## src/rtl/lvdc_pkg.sv

```systemverilog
`default_nettype none
// ============================================================================
// Module      : lvdc_pkg
// Description : Shared constants, phase encodings and FSM state type for the
//               delay-line controller.
// Revision    : 1.0 - initial release
// ============================================================================
package lvdc_pkg;

    localparam int c_WORD_BITS_DEF = 26;
    localparam int c_BITT_W        = 5;

    // Phase encodings; strobe vector bit n corresponds to phase n
    localparam logic [1:0] c_PH_W = 2'd0;
    localparam logic [1:0] c_PH_X = 2'd1;
    localparam logic [1:0] c_PH_Y = 2'd2;
    localparam logic [1:0] c_PH_Z = 2'd3;

    // Position of the line-select bit inside SEL (0 = DL44, 1 = DL31)
    localparam int c_SEL_LINE_BIT = 2;

    typedef enum logic [1:0] {
        ST_IDLE  = 2'd0,
        ST_ALIGN = 2'd1,
        ST_SHIFT = 2'd2,
        ST_DONE  = 2'd3
    } dl_state_t;

    function automatic logic [3:0] phase_onehot(input logic [1:0] ph);
        logic [3:0] v;
        case (ph)
            c_PH_W:  v = 4'b0001;
            c_PH_X:  v = 4'b0010;
            c_PH_Y:  v = 4'b0100;
            default: v = 4'b1000;
        endcase
        return v;
    endfunction

endpackage
`default_nettype wire

```

## src/rtl/dl_phase_timer.sv

```systemverilog
`default_nettype none
// ============================================================================
// Module      : dl_phase_timer
// Description : Four-phase (W/X/Y/Z) sequencer and bit-time counter with
//               registered one-hot strobes and word-sync pulse.
// Revision    : 1.0 - initial release
// ============================================================================
module dl_phase_timer
    import lvdc_pkg::*;
#(
    parameter int WORD_BITS = c_WORD_BITS_DEF
) (
    input  logic                clk,
    input  logic                rst_n,
    input  logic                i_en,
    output logic [1:0]          o_phase,
    output logic [c_BITT_W-1:0] o_bitt,
    output logic [3:0]          o_strb,
    output logic                o_wsync
);

    localparam logic [c_BITT_W-1:0] c_BITT_LAST = c_BITT_W'(WORD_BITS - 1);

    logic [1:0]          r_phase;
    logic [1:0]          w_phase_nxt;
    logic [c_BITT_W-1:0] r_bitt;
    logic [c_BITT_W-1:0] w_bitt_nxt;
    logic [3:0]          r_strb;
    logic                r_wsync;

    // Next phase/bit-time: advance one phase per enabled clock, bump bit-time on Z->W
    always_comb begin
        w_phase_nxt = r_phase;
        w_bitt_nxt  = r_bitt;
        if (i_en) begin
            w_phase_nxt = r_phase + 2'd1;
            if (r_phase == c_PH_Z) begin
                w_bitt_nxt = (r_bitt == c_BITT_LAST) ? '0 : r_bitt + 1'b1;
            end
        end
    end

    // Counter state plus strobes registered from the upcoming phase (dark while disabled)
    always_ff @(posedge clk or negedge rst_n) begin
        if (!rst_n) begin
            r_phase <= c_PH_W;
            r_bitt  <= '0;
            r_strb  <= 4'b0000;
            r_wsync <= 1'b0;
        end else begin
            r_phase <= w_phase_nxt;
            r_bitt  <= w_bitt_nxt;
            r_strb  <= i_en ? phase_onehot(w_phase_nxt) : 4'b0000;
            r_wsync <= i_en && (w_phase_nxt == c_PH_W) && (w_bitt_nxt == '0);
        end
    end

    assign o_phase = r_phase;
    assign o_bitt  = r_bitt;
    assign o_strb  = r_strb;
    assign o_wsync = r_wsync;

endmodule
`default_nettype wire

```

## src/rtl/delay_line_ctrl.sv

```systemverilog
`default_nettype none
// ============================================================================
// Module      : delay_line_ctrl
// Description : Two-port round-robin access controller for the 44- and 31-
//               recirculating delay lines; serial read/write in a phase slot.
// Revision    : 1.0 - initial release
// ============================================================================
module delay_line_ctrl
    import lvdc_pkg::*;
#(
    parameter int WORD_BITS = c_WORD_BITS_DEF,
    parameter int NPORT     = 2
) (
    input  logic                 CLK,
    input  logic                 RSTN,
    input  logic                 EN,
    input  logic                 DL44SA,
    input  logic                 DL31SA,
    output logic                 DL44,
    output logic                 DL31,
    output logic                 W,
    output logic                 X,
    output logic                 Y,
    output logic                 Z,
    output logic                 WN,
    output logic                 XN,
    output logic                 YN,
    output logic                 ZN,
    output logic [4:0]           BITT,
    output logic                 WSYNC,
    input  logic                 REQA,
    input  logic                 REQB,
    input  logic                 WRA,
    input  logic                 WRB,
    input  logic [2:0]           SELA,
    input  logic [2:0]           SELB,
    input  logic [WORD_BITS-1:0] WDA,
    input  logic [WORD_BITS-1:0] WDB,
    output logic                 GNTA,
    output logic                 GNTB,
    output logic                 DONEA,
    output logic                 DONEB,
    output logic [WORD_BITS-1:0] RDATA,
    output logic                 BUSY
);

    localparam logic [c_BITT_W-1:0] c_BITT_LAST = c_BITT_W'(WORD_BITS - 1);

    logic [1:0]          w_phase;
    logic [c_BITT_W-1:0] w_bitt;
    logic [3:0]          w_strb;
    logic                w_wsync;

    dl_state_t           r_state;
    dl_state_t           w_state_nxt;
    logic                r_wr;
    logic [2:0]          r_sel;
    logic [WORD_BITS-1:0] r_wd;
    logic [WORD_BITS-1:0] r_rdata;
    logic                r_owner_b;
    logic                r_last_b;
    logic [NPORT-1:0]    r_gnt;
    logic [NPORT-1:0]    r_done;

    logic w_grant_a;
    logic w_grant_b;
    logic w_slot;
    logic w_act;
    logic w_line31;
    logic w_wr_act;
    logic w_rd_act;
    logic w_line_sa;
    logic w_bit_last;

    dl_phase_timer #(
        .WORD_BITS (WORD_BITS)
    ) u_timer (
        .clk     (CLK),
        .rst_n   (RSTN),
        .i_en    (EN),
        .o_phase (w_phase),
        .o_bitt  (w_bitt),
        .o_strb  (w_strb),
        .o_wsync (w_wsync)
    );

    // A slot is the enabled cycle whose phase matches the latched selector;
    // the first active slot must fall on bit-time 0 so bit k lands at bit-time k.
    assign w_slot     = EN && (w_phase == r_sel[1:0]);
    assign w_act      = w_slot && (((r_state == ST_ALIGN) && (w_bitt == '0)) ||
                                   (r_state == ST_SHIFT));
    assign w_line31   = r_sel[c_SEL_LINE_BIT];
    assign w_wr_act   = w_act && r_wr;
    assign w_rd_act   = w_act && !r_wr;
    assign w_line_sa  = w_line31 ? DL31SA : DL44SA;
    assign w_bit_last = (w_bitt == c_BITT_LAST);

    // Arbitration and sequencing: round-robin grant in IDLE, wait for bit 0, shift, report
    always_comb begin
        w_state_nxt = r_state;
        w_grant_a   = 1'b0;
        w_grant_b   = 1'b0;
        case (r_state)
            ST_IDLE: begin
                if (REQA && (!REQB || r_last_b)) begin
                    w_grant_a = 1'b1;
                end else if (REQB) begin
                    w_grant_b = 1'b1;
                end
                if (REQA || REQB) begin
                    w_state_nxt = ST_ALIGN;
                end
            end
            ST_ALIGN: begin
                if (w_act) begin
                    w_state_nxt = w_bit_last ? ST_DONE : ST_SHIFT;
                end
            end
            ST_SHIFT: begin
                if (w_act && w_bit_last) begin
                    w_state_nxt = ST_DONE;
                end
            end
            ST_DONE: begin
                w_state_nxt = ST_IDLE;
            end
            default: begin
                w_state_nxt = ST_IDLE;
            end
        endcase
    end

    // FSM state register
    always_ff @(posedge CLK or negedge RSTN) begin
        if (!RSTN) begin
            r_state <= ST_IDLE;
        end else begin
            r_state <= w_state_nxt;
        end
    end

    // Request latch, round-robin pointer, grant/done pulses and read capture
    always_ff @(posedge CLK or negedge RSTN) begin
        if (!RSTN) begin
            r_wr      <= 1'b0;
            r_sel     <= 3'b000;
            r_wd      <= '0;
            r_owner_b <= 1'b0;
            r_last_b  <= 1'b1;
            r_gnt     <= '0;
            r_done    <= '0;
            r_rdata   <= '0;
        end else begin
            r_gnt <= {w_grant_b, w_grant_a};
            if (w_grant_a || w_grant_b) begin
                r_owner_b <= w_grant_b;
                r_last_b  <= w_grant_b;
                r_wr      <= w_grant_b ? WRB  : WRA;
                r_sel     <= w_grant_b ? SELB : SELA;
                r_wd      <= w_grant_b ? WDB  : WDA;
            end
            if ((w_state_nxt == ST_DONE) && (r_state != ST_DONE)) begin
                r_done <= r_owner_b ? 2'b10 : 2'b01;
            end else begin
                r_done <= '0;
            end
            if (w_rd_act) begin
                r_rdata[w_bitt] <= w_line_sa;
            end
        end
    end

    // Lines recirculate their sense-amp output except during this block's write slot
    assign DL44 = (w_wr_act && !w_line31) ? r_wd[w_bitt] : DL44SA;
    assign DL31 = (w_wr_act &&  w_line31) ? r_wd[w_bitt] : DL31SA;

    assign W     = w_strb[0];
    assign X     = w_strb[1];
    assign Y     = w_strb[2];
    assign Z     = w_strb[3];
    assign WN    = ~w_strb[0];
    assign XN    = ~w_strb[1];
    assign YN    = ~w_strb[2];
    assign ZN    = ~w_strb[3];
    assign BITT  = w_bitt;
    assign WSYNC = w_wsync;
    assign GNTA  = r_gnt[0];
    assign GNTB  = r_gnt[1];
    assign DONEA = r_done[0];
    assign DONEB = r_done[1];
    assign RDATA = r_rdata;
    assign BUSY  = (r_state != ST_IDLE);

endmodule
`default_nettype wire

```

## config.mk

```make
export PLATFORM = sky130hd
export DESIGN_NAME = delay_line_ctrl
export DESIGN_NICKNAME = d
export VERILOG_FILES = /design/src/rtl/lvdc_pkg.sv /design/src/rtl/dl_phase_timer.sv /design/src/rtl/delay_line_ctrl.sv
export SDC_FILE = /design/constraint.sdc
export NUM_CORES = 1
export LEC_CHECK = 0
export CAP_MARGIN = 20
export CORE_MARGIN = 5
export CORE_UTILIZATION = 49
export CTS_CLUSTER_DIAMETER = 50
export DETAILED_ROUTE_END_ITERATION = 10
export GPL_ROUTABILITY_DRIVEN = 0
export PLACE_DENSITY = 0.88
export SYNTH_ARGS = -nofsm -noshare
export SYNTH_HDL_FRONTEND = slang
export SYNTH_SLANG_ARGS = --single-unit
```

## constraint.sdc

```tcl
create_clock -name CLK -period 2.9 [get_ports CLK]
set_input_delay 0.87 -clock CLK [delete_from_list [all_inputs] [get_ports CLK]]
set_output_delay 0.87 -clock CLK [all_outputs]
set_load 0.1 [all_outputs]
```

==> impl_metrics.ini <==
[cts]
cts_buffers = 9
cts_tree = built
clk_path_buf_depth = 2
cts_sinks = 76
cts-htree-levels = 3
clock_latency_ps = 340
cts-root-buf = clkbuf_8
path_clk_slew_ps = 80
cts_hold_buf = 0

[cells_and_area]
post-route-util_pct = 68.8
diodes = 0
areaGrowthSynthToFinish_pct = 36.5
drive_gt1_share_pct = 26.3
final_nets = 576
stdcell_count = 614

[synthesis]
synth_cell_type_count = 47
synth_area_leaders = dfrtp_1 45%, mux2i_1 8.4%, mux2_1 7.0%
syn_area_um2 = 4160
synth_area_per_cell_um2 = 10.7
synth_edf_count = 0
ys.flop_type = dfrtp_1
yosysTopAreaCell = dfrtp_1
yosysWarnings = 0
seq_area_frac_synth_pct = 45.7
yosys.area.top_type_share_pct = 45.1
synth_seq_cells = 76
synthArstFlopShare_pct = 100
postSynthCellCount = 388
syn_nets = 460

[power_and_ir_drop]
peakVddDrop_mv = 0.495
leakagePower_nw = 2.67
power_density_nw_per_um2 = 1040
p_total_mw = 5.90

[floorplanning]
placementRows = 33
initial_utilization_pct = 50.4
die_w_um = 102
dieArea_um2 = 10400
fp.dieH_um = 102
coreArea_um2 = 8260
io_pins = 114

[sta]
setup-violations-final = 2
fmax_mhz = 325
finalCritPeriodShare_pct = 106
hold_viol_final = 0
finClkSkew_ps = 9.38
finalCriticalPeriod_ps = 3080
maxSlewHeadroom_pct = 66.0
setup_tns_ps = -351
finalMaxSlewViolations = 0
worstMarginPinSlew_ps = 510
rsz0062_at_grt = yes
setup_ws_ps = -176

[worst_setup_path]
arrival_ps = 2210
end_kind = primary output
cp_slowest_cell = dfrtp_4
crit_path_max_incr_delay_ps = 590
critical_path.startpoint_type = flip-flop
crit_top_cell = a31oi_4
critPathRequiredTime_ps = 2030
cp_max_fo = 16
path_cells = inv_1 > ha_4 > a31oi_4 > o41a_1 > a31oi_4 > buf_12
worstSetupPathType = flip-flop to primary output

[global_routing]
antenna_found_initial = 0
grt_use_total_pct = 20.4
grt_max_degree = 63
first_global_vias = 3464
grt_pass1_wl_um = 16700
gr-total-overflow = 0

[job]
drv_cap = 0

[placed_design]
dp.cells = 595
io_buffers = 113
hpwl_um = 7560

[route]
avgViaCountPerCell = 5.47
finalWirelength_um = 10200
drtPass1Iterations = 4
avgRoutedWirePerCell_um = 16.6
route.detailed.drc = 0
ant_nets = 0
first_iter_violations = 108
via_count = 3361

[status]
status = finished, violations left
violations = setup timing

[min_path]
hold_path_class = flip-flop to flip-flop
[final timing paths]
kind,start,to,slack [ps],depth (start not counted)
min in group asynchronous,RSTN,u_timer.o_strb[2],500,1
worst min-delay path,r_owner_b,r_done[0],430,1
worst max-delay path,u_timer.o_bitt[1],DL44,-180,6
worst min register to register,r_owner_b,r_done[0],430,1
worst max register to register,u_timer.o_bitt[1],RDATA[25],640,6
max in group asynchronous,RSTN,RDATA[18],1730,2
[cell usage after synthesis, drive strengths merged, types with 3 or more instances]
| cell | count |
|---|---|
| dfrtp | 75 |
| nor3b | 4 |
| nor4 | 28 |
| nand2 | 66 |
| mux2 | 28 |
| nand3 | 8 |
| a21oi | 3 |
| buf | 18 |
| o21ai | 41 |
| mux4 | 4 |
| clkbuf | 12 |
| inv | 16 |
| nor2b | 6 |
| a31oi | 4 |
| nor2 | 7 |
| and3b | 3 |
| nand2b | 4 |
| mux2i | 35 |
| ha | 5 |
[final cells by class]
class / count / area (um2)
flip-flops and latches: 76 / 1910
inverters: 16 / 62.6
fillers: 634 / 2570
clock buffers: 13 / 169
well taps: 105 / 131
multi-input cells: 266 / 2110
clock inverters: 3 / 67.6
repair buffers: 135 / 1230
[power breakdown]
group | internal [mW] | switching, mW
registers | 1.41 | 0.343
logic | 0.943 | 2.27
clock network | 0.556 | 0.379
total | 2.91 | 3.00
[logic make-up after synthesis]
group / share of synthesized area, %
compound gates: 8.32
xor+xnor: 0.631
fa+ha+maj: 1.50
buf+inv: 5.29
flops: 45.7
mux: 18.1
simple gates: 20.4
[through the flow]
stage / setup WS (ps) / cell area (um2) / hold WS [ps]
6_report: -176 / 5680 / 425
3_3_place_gp: -224 / 5410 / 411
2_1_floorplan: -434 / 4240 / 403
4_1_cts: -184 / 5680 / 426
3_5_place_dp: -265 / 5410 / 415
5_1_grt: -255 / 5680 / 438
[routing by layer]
metal / routed length [um] / track usage (%)
met1: 4210 / 26.1
met2: 5160 / 35.4
met3: 725 / 3.41
met4: 104 / 5.95
met5: 0 / 0
[placed cells by master (no fill, tap or decap), drive strengths merged, types with 2 or more instances in the layout]
cell / netlist / final
inv: 16 / 16
nand2: 66 / 66
mux2i: 35 / 35
a21oi: 3 / 3
nor3b: 4 / 4
mux2: 28 / 28
dfrtp: 75 / 75
nand2b: 4 / 4
bufinv: 0 / 2
nor2: 7 / 7
o21ai: 41 / 41
a22o: 2 / 2
nand3: 8 / 8
and3: 2 / 2
clkdlybuf4s50: 0 / 64
mux4: 4 / 4
nor2b: 6 / 6
nor3: 2 / 2
clkbuf: 12 / 13
buf: 18 / 70
nor4: 28 / 28
ha: 5 / 5
xnor2: 2 / 2
a31oi: 4 / 4
and3b: 3 / 3
[state kept, by name, indices dropped and copies added (netlist names), 2 cells and up]
signal and flops:
r_wd 26, r_sel 3, u_timer.o_strb 4, r_gnt 2
u_timer.o_phase 2, u_timer.o_bitt 5, r_done 2, r_state 2
RDATA 26
[what timing repair did]
| item | 4_1_cts | 5_1_grt |
|---|---|---|
| resized for setup | 4 | 0 |
| setup endpoints to repair | 2 | 2 |
| buffers inserted | 3 | 0 |
| endpoints found under the hold margin | 0 | 0 |
| pin swaps | 2 | 0 |
[critical path: cells and delay by family, from the launching register on]
family	cells	cell delay [ps]
buffers and inverters	2	360
DFF	1	590
adders and majority gates	1	180
AOI/OAI and AO/OA	3	720
Note: power is estimated with default switching activity, not from simulation.
